[src/rtl/serial_transmitter.sv]
// rtl/serial_transmitter.sv - FIFO-buffered serial frame transmitter
//
// Purpose: bytes written by a controller are queued in an internal FIFO and
// sent one frame each: start bit (0), DataLen data bits LSB first, optional
// parity bit, StopBit stop bits (1). Each bit lasts ClkDivider clocks.
//
// Ports:
//   clk          system clock, rising edge
//   rst_n        asynchronous active-low reset
//   data_in      byte to queue
//   write        push data_in this cycle (dropped while full)
//   full         FIFO holds Depth bytes
//   empty        FIFO holds no pending bytes
//   busy         a frame is in progress
//   serial_line  registered serial output, idle high

module serial_transmitter #(
  parameter int ClkDivider = 5,
  parameter int DataLen    = 8,
  parameter int Parity     = 1,
  parameter int ParityEven = 1,
  parameter int StopBit    = 1,
  parameter int Depth      = 8
) (
  input  logic               clk,
  input  logic               rst_n,
  input  logic [DataLen-1:0] data_in,
  input  logic               write,
  output logic               full,
  output logic               empty,
  output logic               busy,
  output logic               serial_line
);

  localparam int PtrW   = $clog2(Depth);
  localparam int CntW   = $clog2(Depth + 1);
  localparam int DivW   = $clog2(ClkDivider);
  localparam int BitMax = (DataLen > StopBit) ? DataLen : StopBit;
  localparam int BitW   = $clog2(BitMax + 1);

  typedef enum logic [2:0] {
    IDLE,
    START,
    DATA,
    PARITY,
    STOP
  } state_t;

  // FIFO storage and bookkeeping
  logic [DataLen-1:0] mem [Depth];
  logic [PtrW-1:0]    wr_ptr;
  logic [PtrW-1:0]    rd_ptr;
  logic [CntW-1:0]    count;

  // Frame engine
  state_t             state;
  logic [DivW-1:0]    div_cnt;
  logic [BitW-1:0]    bit_cnt;
  logic [DataLen-1:0] shift;
  logic [DataLen-1:0] shift_next;
  logic               par_bit;
  logic               line_q;

  logic               wr_en;
  logic               div_last;
  logic               stop_done;
  logic               load;
  logic [DataLen-1:0] head;

  assign full        = (count == CntW'(Depth));
  assign empty       = (count == '0);
  assign busy        = (state != IDLE);
  assign serial_line = line_q;

  assign wr_en      = write & ~full;
  assign div_last   = (div_cnt == DivW'(ClkDivider - 1));
  assign stop_done  = (state == STOP) && div_last && (bit_cnt == BitW'(StopBit - 1));
  assign head       = mem[rd_ptr];
  assign shift_next = shift >> 1;

  // The load edge is the only point where a byte leaves the FIFO: either
  // from IDLE, or at the end of the last stop bit for back-to-back frames.
  assign load = ~empty & ((state == IDLE) | stop_done);

  always_ff @(posedge clk) begin
    if (wr_en) begin
      mem[wr_ptr] <= data_in;
    end
  end

  always_ff @(posedge clk or negedge rst_n) begin
    if (!rst_n) begin
      wr_ptr <= '0;
      rd_ptr <= '0;
      count  <= '0;
    end else begin
      if (wr_en) begin
        wr_ptr <= wr_ptr + PtrW'(1);
      end
      if (load) begin
        rd_ptr <= rd_ptr + PtrW'(1);
      end
      case ({wr_en, load})
        2'b10:   count <= count + CntW'(1);
        2'b01:   count <= count - CntW'(1);
        default: count <= count;
      endcase
    end
  end

  always_ff @(posedge clk or negedge rst_n) begin
    if (!rst_n) begin
      state   <= IDLE;
      div_cnt <= '0;
      bit_cnt <= '0;
      shift   <= '0;
      par_bit <= 1'b0;
      line_q  <= 1'b1;
    end else if (load) begin
      state   <= START;
      div_cnt <= '0;
      bit_cnt <= '0;
      shift   <= head;
      par_bit <= (ParityEven != 0) ? ^head : ~^head;
      line_q  <= 1'b0;
    end else if (state == IDLE) begin
      div_cnt <= '0;
      bit_cnt <= '0;
      line_q  <= 1'b1;
    end else if (!div_last) begin
      div_cnt <= div_cnt + DivW'(1);
    end else begin
      div_cnt <= '0;
      case (state)
        START: begin
          state   <= DATA;
          bit_cnt <= '0;
          line_q  <= shift[0];
        end
        DATA: begin
          if (bit_cnt == BitW'(DataLen - 1)) begin
            bit_cnt <= '0;
            if (Parity != 0) begin
              state  <= PARITY;
              line_q <= par_bit;
            end else begin
              state  <= STOP;
              line_q <= 1'b1;
            end
          end else begin
            bit_cnt <= bit_cnt + BitW'(1);
            shift   <= shift_next;
            line_q  <= shift_next[0];
          end
        end
        PARITY: begin
          state   <= STOP;
          bit_cnt <= '0;
          line_q  <= 1'b1;
        end
        STOP: begin
          // Reaching the last stop bit with bytes pending is handled by load.
          if (bit_cnt == BitW'(StopBit - 1)) begin
            state   <= IDLE;
            bit_cnt <= '0;
          end else begin
            bit_cnt <= bit_cnt + BitW'(1);
          end
          line_q <= 1'b1;
        end
        default: begin
          state  <= IDLE;
          line_q <= 1'b1;
        end
      endcase
    end
  end

endmodule

[config.mk]
export PLATFORM = sky130hd
export DESIGN_NAME = serial_transmitter
export DESIGN_NICKNAME = d
export VERILOG_FILES = /design/src/rtl/serial_transmitter.sv
export SDC_FILE = /design/constraint.sdc
export NUM_CORES = 1
export LEC_CHECK = 0
export ABC_AREA = 1
export BUFFER_PORTS_ARGS = -buffer_cell sky130_fd_sc_hd__buf_4
export CAP_MARGIN = 5
export CORE_AREA = 10 10 120 122
export DETAILED_ROUTE_END_ITERATION = 8
export DIE_AREA = 0 0 130 132
export GPL_ROUTABILITY_DRIVEN = 0
export PLACE_DENSITY = 0.64
export SLEW_MARGIN = 30
export SYNTH_ARGS = -nofsm -noshare
export SYNTH_HDL_FRONTEND = slang
export SYNTH_SLANG_ARGS = --single-unit
[constraint.sdc]
create_clock -name clk -period 2.4 [get_ports clk]
set_input_delay 0.36 -clock clk [delete_from_list [all_inputs] [get_ports clk]]
set_output_delay 0.36 -clock clk [all_outputs]
set_load 0.01 [all_outputs]
==> qor.txt, run 1 <==
Status = complete, no violations
First-pass GRT wire length = 16600 um
Met3 Use GR = 2.74%
Drt drc = 0
Total Neg Setup Slack = 0 ps
Ys flop type = edfxtp_1
1st-iter DRT viols = 231
DIE WIDTH = 130 um
Flop2flop setup slack = 230 ps
Area Growth Syn to Fin = 11.8%
Worst EP required = 2630 ps
Initial Utilization = 39.5%
Synth area leader = edfxtp_1
Least-Margin Pin Slew = 581 ps
Clock Tree Root = clkbuf_16
Clock sink count = 94
Register area = 2670 um^2
Hold/Removal Path Class = input pin to flop
Tcrit/Tclk final = 90.6%
Clock Path Buffers = 2
F_max = 460 MHz
EDFF count, synth = 64
Synthesized Nets = 558
Worst r2r src = count[0]
Die ar. = 17200 um^2
Total CTS buffers = 9
# port buffers = 14
Tot GR Track Use = 12.4%
Clk Latency, worst-skew pair = 350 ps
Filler Cells Inserted = 1145
CTS tree = done
Antenna violations before repair = 0
Worst path cell trace = inv_1 > nand2_2 > nor3_2 > nor2_1 > inv_1 > ha_1 > xnor2_1 > nor2_1 > nand2_1 > o31ai_1 > o211ai_1 > xor2_1
CP endpoint kind = flop
Arr. time, crit path = 2410 ps
CP Class = flop to flop
Average cell area after synthesis = 8.74 um^2
Max-slew violation count = 0
Critical R2R Capture = count[3]
Reg clk slew, reported paths = 70 ps
I/O Pins = 15
Worst Path Buf+Inv = 2
Max Cap Viol = 0
Stages on worst setup path = 12
Vias in the first global route = 3387
Slowest CP cell = dfrtp_1
Area share of the largest cell type after synthesis = 40.9%
Antenna fix cells = 0
CP max stage delay = 400 ps
Syn. warnings = 0
Minimum clock period = 2170 ps
M2 GR Usage = 20.7%
RSZ-0062 raised after global routing = false
Global routing's busiest layer = met2
R2R cell count = 12
Cell with the most instances after synthesis = nand2_1
Sequential element share of the synthesized area = 56.8%
Hold Vio Cnt, Final = 0
Synthesized area = 4700 um^2
Hold_ws = 238 ps
Layout cells sized above 1 = 10.4%
Worst setup path start = count[0]
Pwr dens = 779 nW/um^2
Final core occ = 44.2%
Gate Count Post-Synth = 538
Netlist cell types = 31
M1 GR Usage = 14.2%
Post-route ant nets = 0
Rows = 40
CORE AREA = 11900 um^2
Commonest cells in the synthesized netlist = 198 x nand2_1, 81 x inv_1, 64 x edfxtp_1
FF+latch count, synth = 94
Async set-reset flop share out of synthesis = 31.9%
Total congestion overflow = 0
CP endpoint = count[3]
Placed Cells = 696
Final std cells w/o fill = 712
H-Tree Depth = 3
Peak VDD IR = 0.585 mV
Crit Path Max Fanout = 5
Avg WL per Cell = 13.7 um
Clk_skew = 2.76 ps
DPL Wire Length = 6430 um
Slew headroom = 61.2%
Area of the multi-input gates = 1600 um^2
Maximum number of pins on one net before global-route repair = 34
Delay-heaviest family, CP = simple AND/OR/NAND/NOR gates
Vias/cell = 4.82
Synth area leaders = edfxtp_1 41%, nand2_1 16%, dfrtp_1 15%, inv_1 6.5%, nand3_1 5.1%
1st-pass router iterations = 4
Vias after detailed routing = 3434
Fin nets = 581
Startpoint Class = flop
Pleak = 2.43 nW
Final count of negative-setup-slack endpoints = 0
Height of the chip = 132 um
Post-Route WL = 9760 um
Post-CTS Setup Inserts = 0
==> cell usage in the layout (no fill, tap or decap), drive strengths merged <==
master,count
nand2,199
inv,88
edfxtp,64
nand3,49
nor2,36
dfrtp,29
buf,27
o21ai,20
ha,9
clkbuf,9
a31oi,7
xor2,5
xnor2,4
clkinvlp,4
nor3,3
o31ai,2
o211ai,2
a21oi,2
or2,1
nor3b,1
mux2i,1
nand4,1
dlygate4sd3,1
dfstp,1
==> cells by family (layout without fill, tap and decap cells) <==
family / count (synthesis) / count (layout) / share of synthesized area (%)
buffers and inverters: 102 / 129 / 9.36
muxes: 1 / 1 / 0.213
DFF: 94 / 94 / 56.8
AOI/OAI and AO/OA: 33 / 33 / 4.15
and+or+nand+nor: 290 / 290 / 25.4
xor gates and xnor gates: 9 / 9 / 1.68
adders and majority gates: 9 / 9 / 2.39
==> how the worst min path moves through the flow <==
stage,start,endpoint,cells after the start,slack (ps)
after floorplan,rst_n,bit_cnt[0],0,60
after global placement,rst_n,div_cnt[2],1,310
after detailed placement,rst_n,count[3],1,320
after CTS,data_in[1],mem[1][1],1,230
after global routing,data_in[1],mem[1][1],1,230
final,data_in[1],mem[1][1],1,240
==> per-stage QoR <==
step | setup WS [ps] | cell area, um^2 | power, mW
after global routing | 0.0548 | 5260 | 4.33
final | 227 | 5260 | 4.10
after global placement | 320 | 4970 | 2.76
after detailed placement | 210 | 4970 | 2.79
after floorplan | 213 | 4700 | 2.53
after CTS | 191 | 5260 | 4.13
==> power breakdown <==
part	internal [mW]	switching [mW]
clock	0.703	0.627
combinational	0.242	0.449
sequential	1.97	0.103
==> area by class of cell <==
class	instances	share of cell area [%]
clock buffers	9	4.28
well taps	147	3.50
clock inverters	6	0.904
flip-flops and latches	94	50.8
multi-input cells	342	30.3
repair buffers	28	4.04
inverters	86	6.14
==> layer usage <==
| metal | part of all wire [%] | vias to the layer above |
|---|---|---|
| met3 | 3.9 | 19 |
| met1 | 44 | 1613 |
| met4 | 3.6 | 0 |
| li1 | - | 1746 |
| met2 | 49 | 56 |
| met5 | 0 | - |
==> registers in the layout, summed over array words and instances (netlist names), 3 cells and up <==
register and flops:
mem 64, shift 8, bit_cnt 4, count 4, div_cnt 3, rd_ptr 3, state 3, wr_ptr 3
==> timing repair <==
| action | 4_1_cts | 5_1_grt |
|---|---|---|
| endpoints found under the hold margin | 29 | 0 |
| endpoints found under the setup margin | 0 | 2 |
| gates resized for setup | 0 | 1 |
| hold buffers | 1 | 0 |
(Power assumes the default switching activity.)
==> run 2: changes to the inputs <==
--- a/config.mk
+++ b/config.mk
@@ -5,14 +5,14 @@
 export SDC_FILE = /design/constraint.sdc
 export NUM_CORES = 1
 export LEC_CHECK = 0
-export ABC_AREA = 1
+export ABC_AREA = 0
 export BUFFER_PORTS_ARGS = -buffer_cell sky130_fd_sc_hd__buf_4
 export CAP_MARGIN = 5
-export CORE_AREA = 10 10 120 122
+export CORE_AREA = 10 10 114 116
 export DETAILED_ROUTE_END_ITERATION = 8
-export DIE_AREA = 0 0 130 132
+export DIE_AREA = 0 0 124 126
 export GPL_ROUTABILITY_DRIVEN = 0
-export PLACE_DENSITY = 0.64
+export PLACE_DENSITY = 0.63
 export SLEW_MARGIN = 30
 export SYNTH_ARGS = -nofsm -noshare
 export SYNTH_HDL_FRONTEND = slang
==> run 2 against run 1 <==
Compared with the run above:
- power rose by 44%
- wire length shrank 24%
- clock power fell by 19%
- setup slack worse by 110 ps
- critical path type unchanged
- critical endpoint is now count[2]
- largest power group unchanged
- highest routed layer unchanged
==> qor.txt, run 2 <==
CP endpoint kind = flop
Metal-1 WL = 3450 um (-19%)
Worst r2r src = bit_cnt[0]
Register area = 2670 um^2 (unchanged)
Clock Tree Root = clkbuf_8
Maximum number of pins on one net before global-route repair = 31 (-8.8%)
Antenna violations before repair = 0 (unchanged)
Max reg flops = 64 (unchanged)
Max Cap Viol = 0 (unchanged)
Placement Setup Slack = 27.9 ps (-182 ps)
Rows = 38 (-5.0%)
Commonest cells in the synthesized netlist = 64 x edfxtp_1, 29 x dfrtp_1, 29 x nand2_1
DR top layer = met4
Filler Cells Inserted = 958 (-16%)
Total CTS buffers = 9 (unchanged)
Area Growth Syn to Fin = 16.2%
# port buffers = 14 (unchanged)
R2R cell count = 13 (+1)
CORE AREA = 10700 um^2 (-10%)
Critical R2R Capture = count[2]
Hold/Removal Path Class = input pin to flop
Crit Path Max Fanout = 3 (-2)
Status = complete, no violations
FF+latch count, synth = 94 (unchanged)
F_max = 437 MHz (-4.9%)
Least-Margin Pin Slew = 472 ps (-109 ps)
Final count of negative-setup-slack endpoints = 0 (unchanged)
Area of the multi-input gates = 1460 um^2 (-8.3%)
Syn. warnings = 0 (unchanged)
Post-route ant nets = 0 (unchanged)
Flop2flop setup slack = 110 ps (-110 ps)
Vias in the first global route = 2371 (-30%)
Netlist cell types = 43 (+39%)
Commonest non-fill, non-tap cells in the layout = 64 x edfxtp_1, 35 x buf_4, 29 x dfrtp_1, 28 x nand2_1, 12 x xnor2_1
Startpoint Class = flop
Setup ws final = 114 ps (-113 ps)
Worst EP required = 2700 ps (+70 ps)
Synth area leader = edfxtp_1
Synthesized Nets = 294 (-47%)
Vias/cell = 5.06 (+5.0%)
1st-iter DRT viols = 127 (-45%)
Hold Vio Cnt, Final = 0 (unchanged)
RSZ-0062 raised after global routing = false
CP endpoint = count[2]
Gate Count Post-Synth = 274 (-49%)
Largest Register = mem
DIE WIDTH = 124 um (-4.6%)
Drt drc = 0 (unchanged)
Tot GR Track Use = 9.96% (-2.5 points)
Layout cells sized above 1 = 27.4% (+17 points)
Peak VDD IR = 0.519 mV (-11%)
Height of the chip = 126 um (-4.5%)
Async set-reset flop share out of synthesis = 31.9% (unchanged)
Clock sink count = 94 (unchanged)
First-pass GRT wire length = 12100 um (-27%)
Pleak = 1.81 nW (-26%)
Tcrit/Tclk final = 95.3% (+4.7 points)
Vias after detailed routing = 2314 (-33%)
Hold Startpoint = data_in[5]
Total congestion overflow = 0 (unchanged)
Antenna fix cells = 0 (unchanged)
Reg clk slew, reported paths = 100 ps (+30 ps)
Fin nets = 332 (-43%)
Cell with the most instances after synthesis = edfxtp_1
1st-pass router iterations = 4 (unchanged)
Hold Path Cell Cnt = 1 (unchanged)
Final Power = 5.89 mW (+44%)
Ys flop type = edfxtp_1
Worst setup path start = bit_cnt[0]
Clk Latency, worst-skew pair = 360 ps (about the same)
Sequential element share of the synthesized area = 64.0% (+7.2 points)
Total Neg Setup Slack = 0 ps (unchanged)
Final non-filler cell area = 4850 um^2 (-7.8%)
Synth area leaders = edfxtp_1 46%, dfrtp_1 17%, mux4_2 4.9%, mux4_1 4.4%, ha_1 2.7%
I/O Pins = 15 (unchanged)
Metal3 WL = 252 um (-33%)
Average cell area after synthesis = 15.2 um^2 (+74%)
Max-slew violation count = 0 (unchanged)
Synthesized area = 4180 um^2 (-11%)
H-Tree Depth = 3 (unchanged)
CP Class = flop to flop
Die ar. = 15600 um^2 (-9.0%)
Area share of the largest cell type after synthesis = 46.0% (+5.2 points)
CTS tree = done
DPL Wire Length = 4890 um (-24%)
WL met2 = 3600 um (-24%)
Minimum clock period = 2290 ps (+113 ps)
Avg WL per Cell = 16.3 um (+19%)
Clk_skew = 16.2 ps (+13.5 ps)
Pwr dens = 1210 nW/um^2 (+56%)
Top Registers = mem x64, shift x8
Post-DP Area = 4550 um^2 (-8.5%)
Commonest non-fill, non-tap cell in the layout = edfxtp_1
Clock Path Buffers = 2 (unchanged)
Post-Route WL = 7450 um (-24%)
EDFF count, synth = 64 (unchanged)
Arr. time, crit path = 2580 ps (+170 ps)
Initial Utilization = 39.0% (-0.47 points)
Slew headroom = 68.5% (+7.3 points)
==> run 2: metrics by stage <==
step	utilization, %	std cells	hold WS, ps
4_1_cts	44.5	453	201
5_1_grt	45.3	457	192
3_3_place_gp	42.5	436	314
2_1_floorplan	-	274	64.4
3_5_place_dp	42.5	436	321
6_report	45.3	457	218
==> run 2: worst min-delay path by stage <==
stage / to / slack [ps]
after floorplan: bit_cnt[0] / 60
after CTS: mem[2][5] / 200
after detailed placement: div_cnt[1] / 320
after global placement: div_cnt[0] / 310
after global routing: mem[3][5] / 190
final: mem[2][5] / 220
==> run 2: repair_timing <==
| item | in CTS | in global routing |
|---|---|---|
| endpoints found under the setup margin | 0 | 2 |
| hold endpoints to repair | 29 | 0 |
| setup buffers | 0 | 4 |
| resized for setup | 0 | 13 |
| hold buffers | 1 | 0 |
==> run 2: logic make-up after synthesis <==
group / Yosys count / synth area share (%)
DFF: 94 / 64.0
and+or+nand+nor: 69 / 7.82
AOI/OAI and AO/OA: 33 / 4.74
muxes: 33 / 14.9
buffers and inverters: 20 / 2.49
xor gates and xnor gates: 16 / 3.36
adders and majority gates: 9 / 2.70
==> run 2: worst max-delay path: stages (launching register included) <==
cell and delay [ps]:
dfrtp_1 400, inv_2 80, ha_4 120, or3b_4 380
o21ai_2 130, nand2_2 90, inv_4 90, ha_4 130
xor2_1 140, ha_2 190, a21oi_2 40, xor2_1 150
nor2_1 150, xor2_1 150
==> run 2: layout make-up <==
class / instances / share of cell area (%)
sequential: 94 / 55.1
tap: 140 / 3.61
inverter: 10 / 0.826
timing repair buffer: 37 / 6.04
clock buffer: 10 / 2.63
clock inverter: 6 / 1.60
multi-input combinational: 160 / 30.2
==> run 2: layer usage <==
| metal | track usage, % | vias up |
|---|---|---|
| met5 | 0 | - |
| met4 | 3.32 | 0 |
| met3 | 3.17 | 13 |
| met2 | 15.9 | 39 |
| met1 | 12.5 | 1160 |
| li1 | - | 1102 |
==> run 2: power by group <==
| part | internal (mW) | total, mW | switching (mW) |
|---|---|---|---|
| clock network | 0.502 | 1.08 | 0.577 |
| logic | 1.24 | 2.36 | 1.12 |
| registers | 2.13 | 2.45 | 0.319 |
| total | 3.87 | 5.89 | 2.02 |
